--- src/rtl/sum_latch_uart_tx.sv ---
// Two-operand add/subtract unit with a UART transmitter that sends the
// (DATA_W+1)-bit result as 8-bit frames, least significant byte first.
module sum_latch_uart_tx #(
  parameter int DATA_W       = 4,
  parameter int CLKS_PER_BIT = 868,
  parameter int PARITY       = 0
) (
  input  logic              clk,
  input  logic              reset_n,
  input  logic              save_a_n,
  input  logic              save_b_n,
  input  logic [DATA_W-1:0] data_input,
  input  logic              mode,
  input  logic              uart_tx_en,
  output logic              uart_txd,
  output logic              uartbusy
);

  localparam int RES_W  = DATA_W + 1;
  localparam int NBYTES = (RES_W + 7) / 8;
  localparam int PAD_W  = NBYTES * 8;
  localparam int CNT_W  = $clog2(CLKS_PER_BIT);
  localparam logic [CNT_W-1:0] CNT_LAST  = CNT_W'(CLKS_PER_BIT - 1);
  localparam logic [2:0]       BYTE_LAST = 3'(NBYTES - 1);
  localparam logic             PAR_ODD   = (PARITY == 2) ? 1'b1 : 1'b0;

  typedef enum logic [2:0] {
    S_IDLE  = 3'd0,
    S_START = 3'd1,
    S_DATA  = 3'd2,
    S_PAR   = 3'd3,
    S_STOP  = 3'd4
  } state_t;

  // Even-parity bit of one byte (XOR of all bits).
  function automatic logic even_par(input logic [7:0] b);
    return ^b;
  endfunction

  logic [2:0]        sa_q, sa_d, sb_q, sb_d, ten_q, ten_d;
  logic [DATA_W-1:0] din1_q, din1_d, din2_q, din2_d;
  logic [DATA_W-1:0] a_q, a_d, b_q, b_d;
  logic [RES_W-1:0]  res_q, res_d, calc_s;
  logic [PAD_W-1:0]  pad_s, sh_q, sh_d;
  logic [CNT_W-1:0]  cnt_q, cnt_d;
  logic [2:0]        bit_q, bit_d, byte_q, byte_d;
  logic              par_q, par_d;
  logic              txd_q, txd_d, busy_q, busy_d;
  logic              fall_a_s, fall_b_s, tx_rise_s, last_s;
  state_t            state_q, state_d;

  // Synchronisers (index 0/1) plus a third flop for edge detection.
  always_comb begin
    sa_d      = {sa_q[1:0], save_a_n};
    sb_d      = {sb_q[1:0], save_b_n};
    ten_d     = {ten_q[1:0], uart_tx_en};
    din1_d    = data_input;
    din2_d    = din1_q;
    fall_a_s  = sa_q[2] & ~sa_q[1];
    fall_b_s  = sb_q[2] & ~sb_q[1];
    tx_rise_s = ten_q[1] & ~ten_q[2];
    if (fall_a_s) begin
      a_d = din2_q;
    end else begin
      a_d = a_q;
    end
    if (fall_b_s) begin
      b_d = din2_q;
    end else begin
      b_d = b_q;
    end
  end

  // Result candidate, zero-padded to a whole number of bytes.
  always_comb begin
    if (mode) begin
      calc_s = {1'b0, a_q} - {1'b0, b_q};
    end else begin
      calc_s = {1'b0, a_q} + {1'b0, b_q};
    end
    pad_s              = '0;
    pad_s[RES_W-1:0]   = calc_s;
  end

  // Frame FSM; each state lasts CLKS_PER_BIT cycles.
  always_comb begin
    state_d = state_q;
    cnt_d   = cnt_q + CNT_W'(1);
    bit_d   = bit_q;
    byte_d  = byte_q;
    sh_d    = sh_q;
    par_d   = par_q;
    res_d   = res_q;
    last_s  = (cnt_q == CNT_LAST);
    case (state_q)
      S_IDLE: begin
        cnt_d = '0;
        if (tx_rise_s) begin
          res_d   = calc_s;
          sh_d    = pad_s;
          par_d   = even_par(pad_s[7:0]);
          byte_d  = 3'd0;
          state_d = S_START;
        end else begin
          state_d = S_IDLE;
        end
      end
      S_START: begin
        if (last_s) begin
          cnt_d   = '0;
          bit_d   = 3'd0;
          state_d = S_DATA;
        end else begin
          state_d = S_START;
        end
      end
      S_DATA: begin
        if (last_s) begin
          cnt_d = '0;
          sh_d  = {1'b0, sh_q[PAD_W-1:1]};
          if (bit_q == 3'd7) begin
            state_d = (PARITY != 0) ? S_PAR : S_STOP;
          end else begin
            bit_d = bit_q + 3'd1;
          end
        end else begin
          state_d = S_DATA;
        end
      end
      S_PAR: begin
        if (last_s) begin
          cnt_d   = '0;
          state_d = S_STOP;
        end else begin
          state_d = S_PAR;
        end
      end
      S_STOP: begin
        if (last_s) begin
          cnt_d = '0;
          if (byte_q == BYTE_LAST) begin
            byte_d  = 3'd0;
            state_d = S_IDLE;
          end else begin
            byte_d  = byte_q + 3'd1;
            par_d   = even_par(sh_q[7:0]);
            state_d = S_START;
          end
        end else begin
          state_d = S_STOP;
        end
      end
      default: begin
        cnt_d   = '0;
        state_d = S_IDLE;
      end
    endcase
  end

  // Outputs are registered from the next state so they align with it.
  always_comb begin
    busy_d = (state_d != S_IDLE);
    case (state_d)
      S_IDLE:  txd_d = 1'b1;
      S_START: txd_d = 1'b0;
      S_DATA:  txd_d = sh_d[0];
      S_PAR:   txd_d = par_d ^ PAR_ODD;
      S_STOP:  txd_d = 1'b1;
      default: txd_d = 1'b1;
    endcase
  end

  // State and datapath registers.
  always_ff @(posedge clk or negedge reset_n) begin
    if (!reset_n) begin
      sa_q    <= 3'b000;
      sb_q    <= 3'b000;
      ten_q   <= 3'b000;
      din1_q  <= '0;
      din2_q  <= '0;
      a_q     <= '0;
      b_q     <= '0;
      res_q   <= '0;
      sh_q    <= '0;
      cnt_q   <= '0;
      bit_q   <= 3'd0;
      byte_q  <= 3'd0;
      par_q   <= 1'b0;
      txd_q   <= 1'b1;
      busy_q  <= 1'b0;
      state_q <= S_IDLE;
    end else begin
      sa_q    <= sa_d;
      sb_q    <= sb_d;
      ten_q   <= ten_d;
      din1_q  <= din1_d;
      din2_q  <= din2_d;
      a_q     <= a_d;
      b_q     <= b_d;
      res_q   <= res_d;
      sh_q    <= sh_d;
      cnt_q   <= cnt_d;
      bit_q   <= bit_d;
      byte_q  <= byte_d;
      par_q   <= par_d;
      txd_q   <= txd_d;
      busy_q  <= busy_d;
      state_q <= state_d;
    end
  end

  assign uart_txd = txd_q;
  assign uartbusy = busy_q;

endmodule

--- config.mk ---
export PLATFORM = sky130hd
export DESIGN_NAME = sum_latch_uart_tx
export DESIGN_NICKNAME = d
export VERILOG_FILES = /design/src/rtl/sum_latch_uart_tx.sv
export SDC_FILE = /design/constraint.sdc
export NUM_CORES = 1
export LEC_CHECK = 0
export ABC_CLOCK_PERIOD_IN_PS = 4000
export CORE_MARGIN = 2
export CORE_UTILIZATION = 55
export DETAILED_ROUTE_END_ITERATION = 16
export GPL_ROUTABILITY_DRIVEN = 0
export PLACE_DENSITY = 0.78
export SYNTH_ARGS = -nofsm -noshare
export SYNTH_HDL_FRONTEND = slang
export SYNTH_SLANG_ARGS = --single-unit
--- constraint.sdc ---
create_clock -name clk -period 4 [get_ports clk]
set_clock_uncertainty 0.2 [all_clocks]
set_input_delay 0.8 -clock clk [delete_from_list [all_inputs] [get_ports clk]]
set_output_delay 0.8 -clock clk [all_outputs]
set_load 0.02 [all_outputs]
==> impl_metrics.tcl, run 1 <==
set metrics [dict create \
    status "finished clean" \
    synth_cells 232 \
    final_cells 298 \
    grt_start_max_net_pins 39 \
    ctsLongestPathBuffers 2 \
    ff2ff_path_depth 10 \
    start_kind "primary input" \
    worst_skew_pair.late_latency_ns 0.31 \
    worstMarginPinSlew_ns 0.802 \
    worst_path_largest_cell_delay_ns 0.53 \
    cts-root-buf "clkbuf_8" \
    hpwl_um 3080 \
    hold_start "din1_q[1]" \
    power.leakage_nw 1.22 \
    synthArstFlopShare 1.00 \
    worstPathCellList "clkdlybuf4s50_1, mux2_2, fa_1, or2b_1, a21oi_1, xnor3_1, xnor3_1, nand2b_4, a31oi_1" \
    cts_buffers 5 \
    timing.final.crit_share 0.924 \
    synth-edff-count 0 \
    wl_per_cell_um 13.8 \
    synth_cell_types 52 \
    regArea_mm2 0.00135 \
    timing.reg2reg.setup_slack_ns 0.67 \
    cts_tree "yes" \
    grt_pass1_wl_um 7380 \
    slew_headroom 0.465 \
    yosysMostFrequentCell "dfrtp_1" \
    path_common_cell "xnor3_1" \
    dp.cells 290 \
    ant_nets 0 \
    fillCellCount 355 \
    r2r_start "b_q[0]" \
    final_util 0.634 \
    die_h_um 72.1 \
    ctsResizeCount 0 \
    drcViolationCount 0 \
    io_buffers 11 \
    power_density_mw_per_mm2 523 \
    min_to "din2_q[1]" \
    ys_seq_area_frac 0.530 \
    arrival_ns 3.74 \
    avgSynthCellArea_um2 11.0 \
    synth_top_area_cell "dfrtp_1" \
    cp.required_ns 4.04 \
    first_iter_violations 87 \
    synthesis.area_mm2 0.00255 \
    viasPerCell 5.61 \
    finalNetCount 266 \
    hold_viol 0 \
    holdCritPathClass "reg2reg" \
    antenna_found_initial 0 \
    clk_pin_slew_ns 0.10 \
    dr_total_vias 1673 \
    cp-end-kind "register" \
    critPathSlowestCell "clkdlybuf4s50_1" \
    synth.net_count 253 \
    post-route-min-period_ns 3.70 \
    slew_viol_final 0 \
    whs_ns 0.157 \
    grt_pass1_vias 1665 \
    die_area_mm2 0.00520 \
    setup_viol 0 \
    layout-drive-gt1-share 0.106 \
    max_cap_viol_count 0 \
    overflow 0 \
    synth.area.top_cells "dfrtp_1 (52%), xnor2_1 (5.5%), ha_1 (4.9%)" \
    start_util 0.578 \
    max_freq_mhz 271 \
    post_cts_buffers 0 \
    path_max_fanout 4 \
    io_pins 12 \
    htree_levels 2 \
    firstDrtPassIters 4 \
    irDropWorstVdd_uv 355 \
    yosys-top-cells-count "dfrtp_1 (53), nor2_1 (25), nand2_1 (18)" \
    cts.sink_count 54 \
    antenna_cells 0 \
    ys_seq_elements 54 \
    synthFlopType "dfrtp_1" \
    synth.yosys.warnings 0 \
    hold_buffers 0 \
    die_w_um 72.1 \
    rsz0062_at_grt "no" \
    drt-total-wl_um 4100 \
    synth_top_area_frac 0.520 \
    setup.worst_path.class "in2reg" \
    multiInputGateArea_mm2 0.00113 \
    reg2reg_to "uart_txd" \
    core_mm2 0.00441 \
    tns_ns 0 \
    grt_usage 0.185 \
    row_count 24 \
    synthToLayoutAreaGrowth_pct 9.61 \
    holdPathStages 0 \
]
cell usage in the layout, fill, tap and decap left out, types with 2 or more instances in the layout:
master,n
a21o_1,2
a21oi_1,3
a221o_1,3
a22o_1,3
a22oi_1,2
a31oi_1,2
and3_1,2
clkbuf_8,5
clkdlybuf4s50_1,10
dfrtp_1,53
ha_1,10
inv_1,11
inv_6,2
mux2_2,5
nand2_1,18
nand2b_1,3
nand3_1,11
nor2_1,25
nor2b_1,2
nor3_1,4
nor4_1,2
o21ai_0,12
or2_2,2
or3_1,2
xnor2_1,16
xnor3_1,2
xor2_1,6
cell type report:
cell class	count	share of cell area
tap	52	0.0233
inverter	12	0.0161
multi-input combinational	160	0.403
clock buffer	5	0.0246
clock inverter	3	0.00940
timing repair buffer	12	0.0403
sequential	54	0.484
how the worst max path moves through the flow:
stage,from,to,depth (start not counted)
final,mode,uart_txd,9
after detailed placement,mode,uart_txd,9
after global routing,mode,uart_txd,9
after global placement,mode,uart_txd,9
after floorplan,mode,uart_txd,8
after CTS,mode,uart_txd,9
through the flow:
stage               cell area, um2  setup slack (ns)  total power [mW]
floorplan                     2550             0.718              1.07
global placement              2700            0.0971              1.14
detailed placement            2700            0.0110              1.16
CTS                           2800             0.327              1.48
global route                  2800             0.199              1.56
finish                        2800             0.304              1.46
logic make-up (layout without fill, tap and decap cells):
group	Yosys count	in the layout	synth area share
flops	54	54	0.530
buf+inv	18	32	0.0284
simple gates	83	83	0.169
compound gates	36	36	0.0966
mux	6	6	0.0260
fa+ha+maj	11	11	0.0569
xor+xnor	24	24	0.0932
power by group:
part           total [mW]  leakage [nW]  internal (mW)  switching (mW)
sequential          0.688         0.670          0.618          0.0696
clock               0.314        0.0491          0.129           0.185
combinational       0.462         0.505          0.278           0.183
sequential cells by signal (all words and copies together), names as in the netlist, 4 cells and up:
register	cells
din2_q	4
cnt_q	10
din1_q	4
b_q	4
sh_q	7
a_q	4
layer usage:
| metal | track usage | wire [um] | up-vias | part of all wire |
|---|---|---|---|---|
| met5 | 0 | 0 | - | 0 |
| met4 | 0.0671 | 62 | 0 | 0.015 |
| met3 | 0.0431 | 144 | 7 | 0.035 |
| met2 | 0.293 | 1900 | 24 | 0.46 |
| met1 | 0.251 | 1990 | 820 | 0.48 |
| li1 | - | - | 822 | - |
worst max-delay path, delay by kind of cell:
family                   cells  cell delay, ns
AND/OR/NAND/NOR              2            0.38
multiplexers                 1            0.38
buffers and inverters        1            0.53
XOR/XNOR                     2            0.82
adder cells (fa/ha/maj)      1            0.43
AO/OA/AOI/OAI                2            0.41
(Power assumes the default switching activity.)
==> inputs of run 2 (changes only) <==
- CORE_ASPECT_RATIO: default -> 0.6
==> impl_metrics.tcl, run 2 (synthesized netlist as in run 1, its figures left out) <==
set metrics [dict create \
    slew_headroom 0.509 \
    clk_pin_slew_ns 0.10 \
    post-route-min-period_ns 3.65 \
    row_count 19 \
    worstPathCellList "clkdlybuf4s50_1, mux2_2, fa_1, or2b_1, a21oi_1, xnor3_1, xnor3_1, nand2b_4, a31oi_1" \
    overflow 0 \
    r2r_start "b_q[0]" \
    place_ws_ns 0.105 \
    whs_ns 0.158 \
    dp.cells 302 \
    setup.worst_path.class "in2reg" \
    path_max_fanout 4 \
    die_h_um 56.8 \
    ant_nets 0 \
    ff2ff_path_depth 10 \
    wl_per_cell_um 14.4 \
    placed_cell_area_mm2 0.00272 \
    cts_buffers 5 \
    max_freq_mhz 274 \
    worst_skew_pair.late_latency_ns 0.30 \
    finalNetCount 267 \
    synthToLayoutAreaGrowth_pct 11.3 \
    critPathSlowestCell "clkdlybuf4s50_1" \
    tns_ns 0 \
    cts_tree "yes" \
    cp.required_ns 4.04 \
    start_kind "primary input" \
    post_cts_buffers 0 \
    cts.sink_count 54 \
    startpoint "mode" \
    hold_viol 0 \
    first_iter_violations 121 \
    die_area_mm2 0.00522 \
    htree_levels 2 \
    max_cap_viol_count 0 \
    cp-end-kind "register" \
    postLayoutSetupSlackWorst_ns 0.350 \
    timing.reg2reg.setup_slack_ns 0.73 \
    drcViolationCount 0 \
    ctsLongestPathBuffers 2 \
    irDropWorstVdd_uv 305 \
    mostFrequentLayoutCells "dfrtp_1 (53), nor2_1 (25), nand2_1 (18)" \
    grt_start_max_net_pins 35 \
    rsz0062_at_grt "no" \
    hold_buffers 0 \
    antenna_cells 0 \
    timing.final.crit_share 0.912 \
    final_cells 310 \
    ctsResizeCount 0 \
    final_util 0.629 \
    largest_register "cnt_q" \
    worstMarginPinSlew_ns 0.737 \
    antenna_found_initial 0 \
    reg2reg_to "uart_txd" \
    final_area_mm2 0.00284 \
    core_mm2 0.00452 \
    power.leakage_nw 1.24 \
    start_util 0.565 \
    dr_total_vias 1689 \
    layout-drive-gt1-share 0.109 \
    power_density_mw_per_mm2 541 \
    io_buffers 11 \
    p_total_mw 1.54 \
    grt_pass1_vias 1659 \
    viasPerCell 5.45 \
    crit_end "uart_txd" \
    cts-root-buf "clkbuf_8" \
    grt_pass1_wl_um 7970 \
    slew_viol_final 0 \
    io_pins 12 \
    largest_reg_flops 10 \
    arrival_ns 3.69 \
    path_common_cell "xnor3_1" \
    worst_path_largest_cell_delay_ns 0.53 \
    firstDrtPassIters 4 \
    final_common_cell "dfrtp_1" \
    die_w_um 91.9 \
    largest_registers "cnt_q (10), sh_q (7)" \
    status "finished clean" \
    hpwl_um 3250 \
    grt_usage 0.198 \
    holdCritPathClass "reg2reg" \
    drt-total-wl_um 4460 \
    setup_viol 0 \
]
-- run 2: cell types whose count changed in the layout (fill, tap and decap cells not counted), sizes merged --
cell / delta
clkinvlp: +1
inv: -1
bufinv: +1
clkinv: -1
buf: +1
-- run 2: worst max-delay path, delay by kind of cell --
kind / cells / cell delay [ns]
XOR/XNOR: 2 / 0.78
buffers and inverters: 1 / 0.53
adder cells (fa/ha/maj): 1 / 0.43
multiplexers: 1 / 0.38
AND/OR/NAND/NOR: 2 / 0.39
AO/OA/AOI/OAI: 2 / 0.38
-- run 2: cell type report --
| cell class | count | area [um2] |
|---|---|---|
| fill | 382 | 1680 |
| sequential | 54 | 1350 |
| multi-input combinational | 160 | 1130 |
| timing repair buffer | 13 | 120 |
| tap | 63 | 78.8 |
| clock buffer | 5 | 68.8 |
| clock inverter | 3 | 48.8 |
| inverter | 12 | 45.0 |
-- run 2: how the worst min path moves through the flow --
stage               startpoint  slack [ns]  cells after the start   endpoint
global placement       sa_q[0]        0.13                      0    sa_q[1]
finish               din1_q[2]        0.16                      0  din2_q[2]
detailed placement     sa_q[0]        0.14                      0    sa_q[1]
floorplan            din1_q[0]        0.13                      0  din2_q[0]
global route           sb_q[0]        0.17                      0    sb_q[1]
CTS                    sb_q[0]        0.16                      0    sb_q[1]
-- run 2: routing by layer --
layer / routed length [um] / part of all wire / vias to the layer above / GRT usage
li1: - / - / 823 / -
met1: 2490 / 0.56 / 834 / 0.321
met2: 1780 / 0.40 / 30 / 0.273
met3: 175 / 0.039 / 2 / 0.0403
met4: 16 / 0.0036 / 0 / 0.0448
met5: 0 / 0 / - / 0
-- run 2: report_power, final --
group | internal [mW] | switching (mW)
Clock | 0.191 | 0.186
Sequential | 0.618 | 0.0702
Combinational | 0.284 | 0.187
